File: config.mk
export PLATFORM = sky130hd
export DESIGN_NAME = control_encoder
export DESIGN_NICKNAME = d
export VERILOG_FILES = /design/src/rtl/control_encoder.sv
export SDC_FILE = /design/constraint.sdc
export NUM_CORES = 1
export LEC_CHECK = 0
export CAP_MARGIN = 15
export CORE_MARGIN = 4
export CORE_UTILIZATION = 45
export CTS_CLUSTER_DIAMETER = 50
export DETAILED_ROUTE_END_ITERATION = 8
export PLACE_DENSITY = 0.81
export SLEW_MARGIN = 20
export SYNTH_ARGS = -nofsm -noshare
export SYNTH_HDL_FRONTEND = slang
export SYNTH_SLANG_ARGS = --single-unit
File: constraint.sdc
create_clock -name Clk -period 3.2 [get_ports Clk]
set_input_delay 0.96 -clock Clk [delete_from_list [all_inputs] [get_ports Clk]]
set_output_delay 0.96 -clock Clk [all_outputs]
set_load 0.05 [all_outputs]
File: src/rtl/control_encoder.sv
// Control-bundle to 16-bit instruction encoder with a 2-entry output FIFO.
// Illegal bundles are dropped, flagged with a one-cycle Err pulse and counted.
module control_encoder (
    input  logic        Clk,
    input  logic        Rst,
    input  logic        In_valid,
    output logic        In_ready,
    input  logic        Branch,
    input  logic        Regdst,
    input  logic        ALUsrc,
    input  logic        Regwrite,
    input  logic        Memread,
    input  logic        Memtoreg,
    input  logic        Memwrite,
    input  logic [2:0]  ALUop,
    input  logic [3:0]  Rs,
    input  logic [3:0]  Rt,
    input  logic [3:0]  Rd,
    output logic        Out_valid,
    input  logic        Out_ready,
    output logic [15:0] Instr,
    output logic        Err,
    output logic [7:0]  Err_count
);

    typedef enum logic [1:0] {
        StEmpty = 2'd0,
        StOne   = 2'd1,
        StFull  = 2'd2
    } occ_e;

    // {Branch,Regdst,ALUsrc,Regwrite,Memread,Memtoreg,Memwrite,ALUop}
    localparam logic [9:0] BundleRtype  = 10'b0101000_100;
    localparam logic [9:0] BundleBranch = 10'b1000000_001;
    localparam logic [9:0] BundleLoad   = 10'b0011110_010;
    localparam logic [9:0] BundleStore  = 10'b0010001_010;

    occ_e        state_q, state_d;
    logic        wr_ptr_q, wr_ptr_d;
    logic        rd_ptr_q, rd_ptr_d;
    logic [15:0] mem_q [2];
    logic [15:0] instr_q, instr_d;
    logic        in_ready_q, in_ready_d;
    logic        out_valid_q, out_valid_d;
    logic        err_q, err_d;
    logic [7:0]  err_cnt_q, err_cnt_d;

    logic [9:0]  bundle;
    logic        legal;
    logic [3:0]  opcode;
    logic [15:0] new_word;
    logic        take;
    logic        push;
    logic        bad;
    logic        pop;

    always_comb begin
        bundle = {Branch, Regdst, ALUsrc, Regwrite, Memread, Memtoreg, Memwrite, ALUop};
        legal  = 1'b1;
        opcode = 4'd0;
        case (bundle)
            BundleRtype:  opcode = 4'd0;
            BundleBranch: opcode = 4'd1;
            BundleLoad:   opcode = 4'd3;
            BundleStore:  opcode = 4'd11;
            default: begin
                legal  = 1'b0;
                opcode = 4'd0;
            end
        endcase
        new_word = {opcode, Rs, Rt, Rd};
    end

    always_comb begin
        take = In_valid && in_ready_q;
        push = take && legal;
        bad  = take && !legal;
        pop  = out_valid_q && Out_ready;
    end

    always_comb begin
        state_d = state_q;
        unique case (state_q)
            StEmpty: if (push) state_d = StOne;
            StOne: begin
                if (push && !pop) begin
                    state_d = StFull;
                end else if (pop && !push) begin
                    state_d = StEmpty;
                end
            end
            StFull:  if (pop) state_d = StOne;
            default: state_d = StEmpty;
        endcase

        wr_ptr_d = wr_ptr_q ^ push;
        rd_ptr_d = rd_ptr_q ^ pop;

        // Next head may be the word being written this very cycle.
        if (state_d == StEmpty) begin
            instr_d = 16'h0000;
        end else if (push && (wr_ptr_q == rd_ptr_d)) begin
            instr_d = new_word;
        end else begin
            instr_d = mem_q[rd_ptr_d];
        end

        in_ready_d  = (state_d != StFull);
        out_valid_d = (state_d != StEmpty);

        err_d     = bad;
        err_cnt_d = err_cnt_q;
        if (bad && (err_cnt_q != 8'hFF)) begin
            err_cnt_d = err_cnt_q + 8'd1;
        end
    end

    always_ff @(posedge Clk) begin
        if (Rst) begin
            state_q     <= StEmpty;
            wr_ptr_q    <= 1'b0;
            rd_ptr_q    <= 1'b0;
            mem_q[0]    <= 16'h0000;
            mem_q[1]    <= 16'h0000;
            instr_q     <= 16'h0000;
            in_ready_q  <= 1'b1;
            out_valid_q <= 1'b0;
            err_q       <= 1'b0;
            err_cnt_q   <= 8'h00;
        end else begin
            state_q     <= state_d;
            wr_ptr_q    <= wr_ptr_d;
            rd_ptr_q    <= rd_ptr_d;
            if (push) begin
                mem_q[wr_ptr_q] <= new_word;
            end
            instr_q     <= instr_d;
            in_ready_q  <= in_ready_d;
            out_valid_q <= out_valid_d;
            err_q       <= err_d;
            err_cnt_q   <= err_cnt_d;
        end
    end

    assign In_ready  = in_ready_q;
    assign Out_valid = out_valid_q;
    assign Instr     = instr_q;
    assign Err       = err_q;
    assign Err_count = err_cnt_q;

endmodule

==> results.sh <==
export IMPL_slew_headroom_pct=52.2
export IMPL_row_count=28
export IMPL_hold_class="flop to flop"
export IMPL_wire_per_inst_um=15.6
export IMPL_worstSetupPathType="input port to flop"
export IMPL_antenna_cells=0
export IMPL_yosysWarnings=0
export IMPL_htreeDepth=3
export IMPL_wl_um=6010
export IMPL_start_kind="input port"
export IMPL_dr_pass1_iters=4
export IMPL_ys_seq_area_share_pct=54.5
export IMPL_place_area_um2=3530
export IMPL_start_util_pct=46.5
export IMPL_maxSlewViolCount=0
export IMPL_drt_antenna_violating_nets=0
export IMPL_r2r_slack_ps=1350
export IMPL_max_clock_path_buffers=2
export IMPL_coreArea_um2=5920
export IMPL_synthCells=233
export IMPL_finalNonFillerCells=385
export IMPL_avgSynthCellArea_um2=11.8
export IMPL_grt_ovfl_total=0
export IMPL_synth_area_um2=2750
export IMPL_yosysTopAreaCell="edfxtp_1"
export IMPL_cts_root_buf="clkbuf_8"
export IMPL_viasPerCell=5.50
export IMPL_synth_edf_count=30
export IMPL_maxCapViolations=0
export IMPL_clock_sinks=60
export IMPL_finClkSkew_ps=8.91
export IMPL_worstPathRequired_ps=3420
export IMPL_fin_crit_sh_pct=95.8
export IMPL_setup_violations=0
export IMPL_cpMaxStageDelayCell="or4b_1"
export IMPL_placement_io_buffers=51
export IMPL_path_cells="clkdlybuf4s50_1 -> or4b_1 -> a2111oi_4 -> o31ai_2 -> or3b_1 -> a211o_1"
export IMPL_cts_tree="built"
export IMPL_cp_max_fo=4
export IMPL_period_needed_ps=3070
export IMPL_tightest_slew_ps=717
export IMPL_layout_common_cells="51 x clkdlybuf4s50_1, 30 x dfxtp_1, 30 x edfxtp_1"
export IMPL_drt_iter0_drc=148
export IMPL_die_h_um=86.2
export IMPL_area_delta_synth_final_pct=36.8
export IMPL_synth_async_reset_ratio_pct=0
export IMPL_place_congestion=0.802
export IMPL_max_stage_delay_ps=620
export IMPL_hold_violations=0
export IMPL_dieArea_um2=7430
export IMPL_rsz0062_at_grt="false"
export IMPL_worst_skew_pair_late_latency_ps=330
export IMPL_post_dp_hpwl_um=4270
export IMPL_finalInstanceArea_um2=3760
export IMPL_placed_cells=369
export IMPL_ys_types=50
export IMPL_hold_buffers=0
export IMPL_worstSetupEndpointType="flop"
export IMPL_synthTopCellsByArea="edfxtp_1 33%, dfxtp_1 22%, mux2i_1 6.2%"
export IMPL_cts_buffers=9
export IMPL_irDropWorstVdd_uv=368
export IMPL_fmaxAchievable_mhz=326
export IMPL_grt_pass1_vias=2180
export IMPL_grt_pass1_wl_um=10100
export IMPL_syn_nets=260
export IMPL_fin_nets=332
export IMPL_grt_max_degree=27
export IMPL_cellPowerDensity_nw_per_um2=451
export IMPL_synth_seq_cells=60
export IMPL_fp_dieW_um=86.2
export IMPL_synth_top_cell_area_share_pct=32.7
export IMPL_pin_count=53
export IMPL_route_vias_total=2117
export IMPL_critPathArrivalTime_ps=3280
export IMPL_layout_commonest_cell="clkdlybuf4s50_1"
export IMPL_drc_errors=0
export IMPL_antenna_found_initial=0
export IMPL_outcome="finished clean"
export IMPL_p_leak_uw=0.00159
export IMPL_grt_use_total_pct=17.6
export IMPL_synth_flop_cell="edfxtp_1"
export IMPL_final_layout_size_suffix_gt1_share_pct=15.5
export IMPL_clkSlewWorstSetupHoldPaths_ps=60
[synthesized netlist by cell type, types with 2 or more instances]
| cell | instances |
|---|---|
| a211oi_1 | 3 |
| a21oi_1 | 7 |
| and2_1 | 27 |
| and3_1 | 2 |
| clkbuf_1 | 9 |
| dfxtp_1 | 30 |
| edfxtp_1 | 30 |
| mux2i_1 | 17 |
| nand2_1 | 17 |
| nand2b_1 | 2 |
| nand3_1 | 6 |
| nand4_1 | 3 |
| nand4b_1 | 2 |
| nor2_1 | 8 |
| nor2b_1 | 2 |
| nor3_1 | 4 |
| nor4_1 | 4 |
| nor4_2 | 2 |
| nor4bb_1 | 2 |
| o211a_1 | 13 |
| o21ai_0 | 4 |
| o21bai_1 | 2 |
| o31ai_1 | 3 |
| or3_1 | 2 |
| or4_1 | 6 |
| or4bb_1 | 2 |
[kinds of logic (layout without fill, tap and decap cells)]
kind of cell,after synthesis,count (layout),share of synthesized area (%)
other cells,1,1,0.136
compound gates,40,40,13.2
xor+xnor,3,3,1.45
simple gates,97,97,21.4
fa+ha+maj,1,1,0.454
mux,18,18,6.59
buf+inv,13,90,2.23
flops,60,60,54.5
[path summary, 6_finish.rpt]
kind / start / end / cells past startpoint
worst min register to register: Err_count[7]$_SDFFE_PP0P_ / Err_count[7]$_SDFFE_PP0P_ / 2
worst max register to register: Out_valid$_SDFF_PP0_ / Instr[6]$_SDFF_PP0_ / 5
worst min-delay path: Err_count[7]$_SDFFE_PP0P_ / Err_count[7]$_SDFFE_PP0P_ / 2
worst max-delay path: Memread / In_ready$_SDFF_PP1_ / 6
[stage by stage]
stage | setup WS (ps) | hold WS, ps | TNS [ps] | util [%] | total power (µW)
2_1_floorplan | 105 | 555 | 0 | - | 888
5_1_grt | 27.5 | 552 | 0 | 63.6 | 1760
6_report | 135 | 521 | 0 | 63.6 | 1700
3_3_place_gp | -166 | 494 | -7440 | 59.5 | 952
3_5_place_dp | -217 | 507 | -10960 | 59.7 | 956
4_1_cts | 131 | 520 | 0 | 63.5 | 1710
[sequential cells by signal, indices dropped and copies added, names as in the netlist]
signal / count
Out_valid: 1
Err: 1
state_q: 2
Instr: 15
mem_q: 30
wr_ptr_q: 1
rd_ptr_q: 1
In_ready: 1
Err_count: 8
[power breakdown]
group | internal [µW] | switching [µW]
clock network | 463 | 295
logic | 55.1 | 57.8
registers | 820 | 6.44
[repair_timing]
action                                  CTS  global route
hold endpoints to repair                  0             0
resized for setup                         0             1
buffers inserted                          0             0
endpoints found under the setup margin    0             9
[layout make-up]
type | count | area [µm²]
fillers | 466 | 2160
flip-flops and latches | 60 | 1500
multi-input cells | 160 | 1230
repair buffers | 73 | 713
clock buffers | 11 | 141
well taps | 75 | 93.8
clock inverters | 5 | 85.1
inverters | 1 | 3.75
[critical path: cells and delay by family]
| kind | cells | cell delay [ps] |
|---|---|---|
| buf+inv | 1 | 460 |
| simple gates | 2 | 1030 |
| compound gates | 3 | 830 |
[metal layers]
layer	vias to the layer above	track usage (%)	share of wire (%)
li1	1031	-	-
met1	1024	20.4	42
met2	50	29.7	51
met3	12	5.04	5.5
met4	0	8.92	2.2
met5	-	0	0
Power figures use the tool's default switching activity.
==> RTL edit, RTL diff (config.mk and constraints unchanged) <==
Put one more register stage on the output `Err_count`. The value now appears one clock later. The other outputs are not delayed to match.
--- a/src/rtl/control_encoder.sv
+++ b/src/rtl/control_encoder.sv
@@ -148,3 +148,5 @@
     assign Err       = err_q;
-    assign Err_count = err_cnt_q;
+    always_ff @(posedge Clk) begin
+        Err_count <= err_cnt_q;
+    end
 
Check against the original RTL: not equivalent (Yosys sat finds a counterexample within 4 cycles, from zero or initial values and one cycle with Rst high).
==> RTL edit against the unedited design <==
Via count increased by 20%; sequential cell count increased by 8; worst setup slack improved by 190 ps; synthesized area increased by 16%; design area increased by 9.0%; routed wire length increased by 27%; first-iteration DRC count increased by 32%; total power increased by 6.6%; critical path type unchanged; highest routed layer unchanged.
==> RTL edit: results (changes against the unedited design) <==
Net Switching=0.000406 W (+13%); clk_skew=8.83 ps (-0.0761 ps); # port buffers=51 (unchanged); Top FF cell, synth=dfxtp_1; worst-margin pin slew=680 ps (-37.7 ps); Post-synth EDFFs=30 (unchanged); GP Congestion=0.771 (-3.8%); via count=2542 (+20%); fillers=567 (+22%); Hold WC Path Type=flop to flop; Top reg by flops=mem_q; initial antenna violation count=0 (unchanged); slowest cell delay on critical path=530 ps (-90 ps); Post-synth ARST share=0% (unchanged); synth unique cells=52 (+4.0%); initial DRC count=196 (+32%); root buf cell=clkbuf_8; number of flip-flops in the largest register=30 (unchanged); pin count of the biggest net entering global routing=23 (-15%); Clock Latency Late Sink=340 ps; Synth area leaders=edfxtp_1 28%, dfxtp_1 24%, mux2i_1 3.8%; Setup Fix Bufs, Post-CTS=0 (unchanged); hpwl dp=5180 um (+21%); Worst Path Arrival=3080 ps (-200 ps); drt wl/cell=16.6 um (+6.1%); Slowest-stage cell, CP=nor2_1; post-synth net total=327 (+26%); # nets final=385 (+16%); Synth warnings=0 (unchanged); Post-synth top cells=38 x dfxtp_1, 31 x nor2_1, 30 x edfxtp_1, 19 x nand2_1, 18 x nor3_1; Gates resized, CTS repair=0 (unchanged); Max FO, Critical Path=12 (+8); Seq/Total Area, Yosys=52.1% (-2.4 points); via count of the first global-routing pass=2556 (+17%); # diodes=0 (unchanged); CTS clk-pin slew, worst paths=70 ps; drt first pass iters=4 (unchanged); Tot GR Track Use=18.5% (+0.94 points); worst vdd ir=0.000175 V (-52%); layout cell share with drive strength beyond 1=13.2% (-2.3 points); global-route wire length before repair=12400 um (+23%); H-tree depth=3 (unchanged); clock tree buffer depth=2 (unchanged); Leak Pwr=1.55 nW (-2.6%); total CTS buffers=9 (unchanged); Largest delay share family, worst path=simple AND/OR/NAND/NOR gates; outcome=finished clean
## RTL edit: changes by cell type after synthesis, moves of 6 or more
| cell | before | now |
|---|---|---|
| nor3_1 | 4 | 18 |
| dfxtp_1 | 30 | 38 |
| o311a_1 | 0 | 12 |
| and3_1 | 2 | 13 |
| o21ai_0 | 4 | 16 |
| a211oi_1 | 3 | 14 |
| xnor2_1 | 1 | 9 |
| or4_1 | 6 | 0 |
| nor2_1 | 8 | 31 |
| and2_1 | 27 | 13 |
| o211a_1 | 13 | 0 |
## RTL edit: power by group through the flow
stage          clock network, W   logic, W  registers (W)
3_5_place_dp                  0   0.000117       0.000953
6_report               0.000757   0.000118       0.000934
5_1_grt                0.000812   0.000126       0.000936
3_3_place_gp                  0   0.000114       0.000952
2_1_floorplan                 0  0.0000393       0.000964
4_1_cts                0.000773   0.000118       0.000934
## RTL edit: path summary, 6_finish.rpt
path	start	slack, ps	cells after the start	to
setup / recovery	Regwrite	330	7	mem_q[0][10]$_SDFFCE_PN0P_
hold / removal	err_cnt_q[5]$_SDFFE_PP0P_	380	0	Err_count[5]$_DFF_P_
setup reg to reg	err_cnt_q[2]$_SDFFE_PP0P_	1350	6	err_cnt_q[5]$_SDFFE_PP0P_
hold reg to reg	err_cnt_q[5]$_SDFFE_PP0P_	380	0	Err_count[5]$_DFF_P_
## RTL edit: area by class of cell
class,count,area (um2),share of cell area [%]
clock buffers,13,203,4.94
clock inverters,3,22.5,0.549
inverters,3,11.3,0.274
multi-input cells,208,1420,34.7
flip-flops and latches,68,1660,40.5
well taps,96,120,2.93
repair buffers,68,663,16.2
## RTL edit: through the flow
stage	cell area, um2	instances	utilization, %	worst slack [ps]
final	4110	459	60.1	325
after global routing	4110	459	60.1	162
after global placement	3880	443	56.8	60.6
after floorplan	3190	300	-	292
after CTS	4110	459	60.1	317
after detailed placement	3880	443	56.8	5.02
## RTL edit: worst reg2reg max path, delay by kind of cell, from the launching register on
| family | cells | cell delay [ps] |
|---|---|---|
| mux | 1 | 290 |
| simple gates | 4 | 710 |
| compound gates | 1 | 330 |
| flops | 1 | 420 |
## RTL edit: cell families (layout without fill, tap and decap cells)
group	count (synthesis)	after routing	share of synthesized area (%)
compound gates	64	64	16.0
xor+xnor	10	10	2.75
fa+ha+maj	1	1	0.392
buf+inv	24	87	3.49
flops	68	68	52.1
mux	13	13	4.24
other cells	1	1	0.118
simple gates	119	119	20.9
## RTL edit: layer usage
metal	share of wire (%)	global-route usage (%)
met3	4.7	4.43
met5	0	0
met1	42	23.2
met2	52	30.8
met4	1.2	7.30
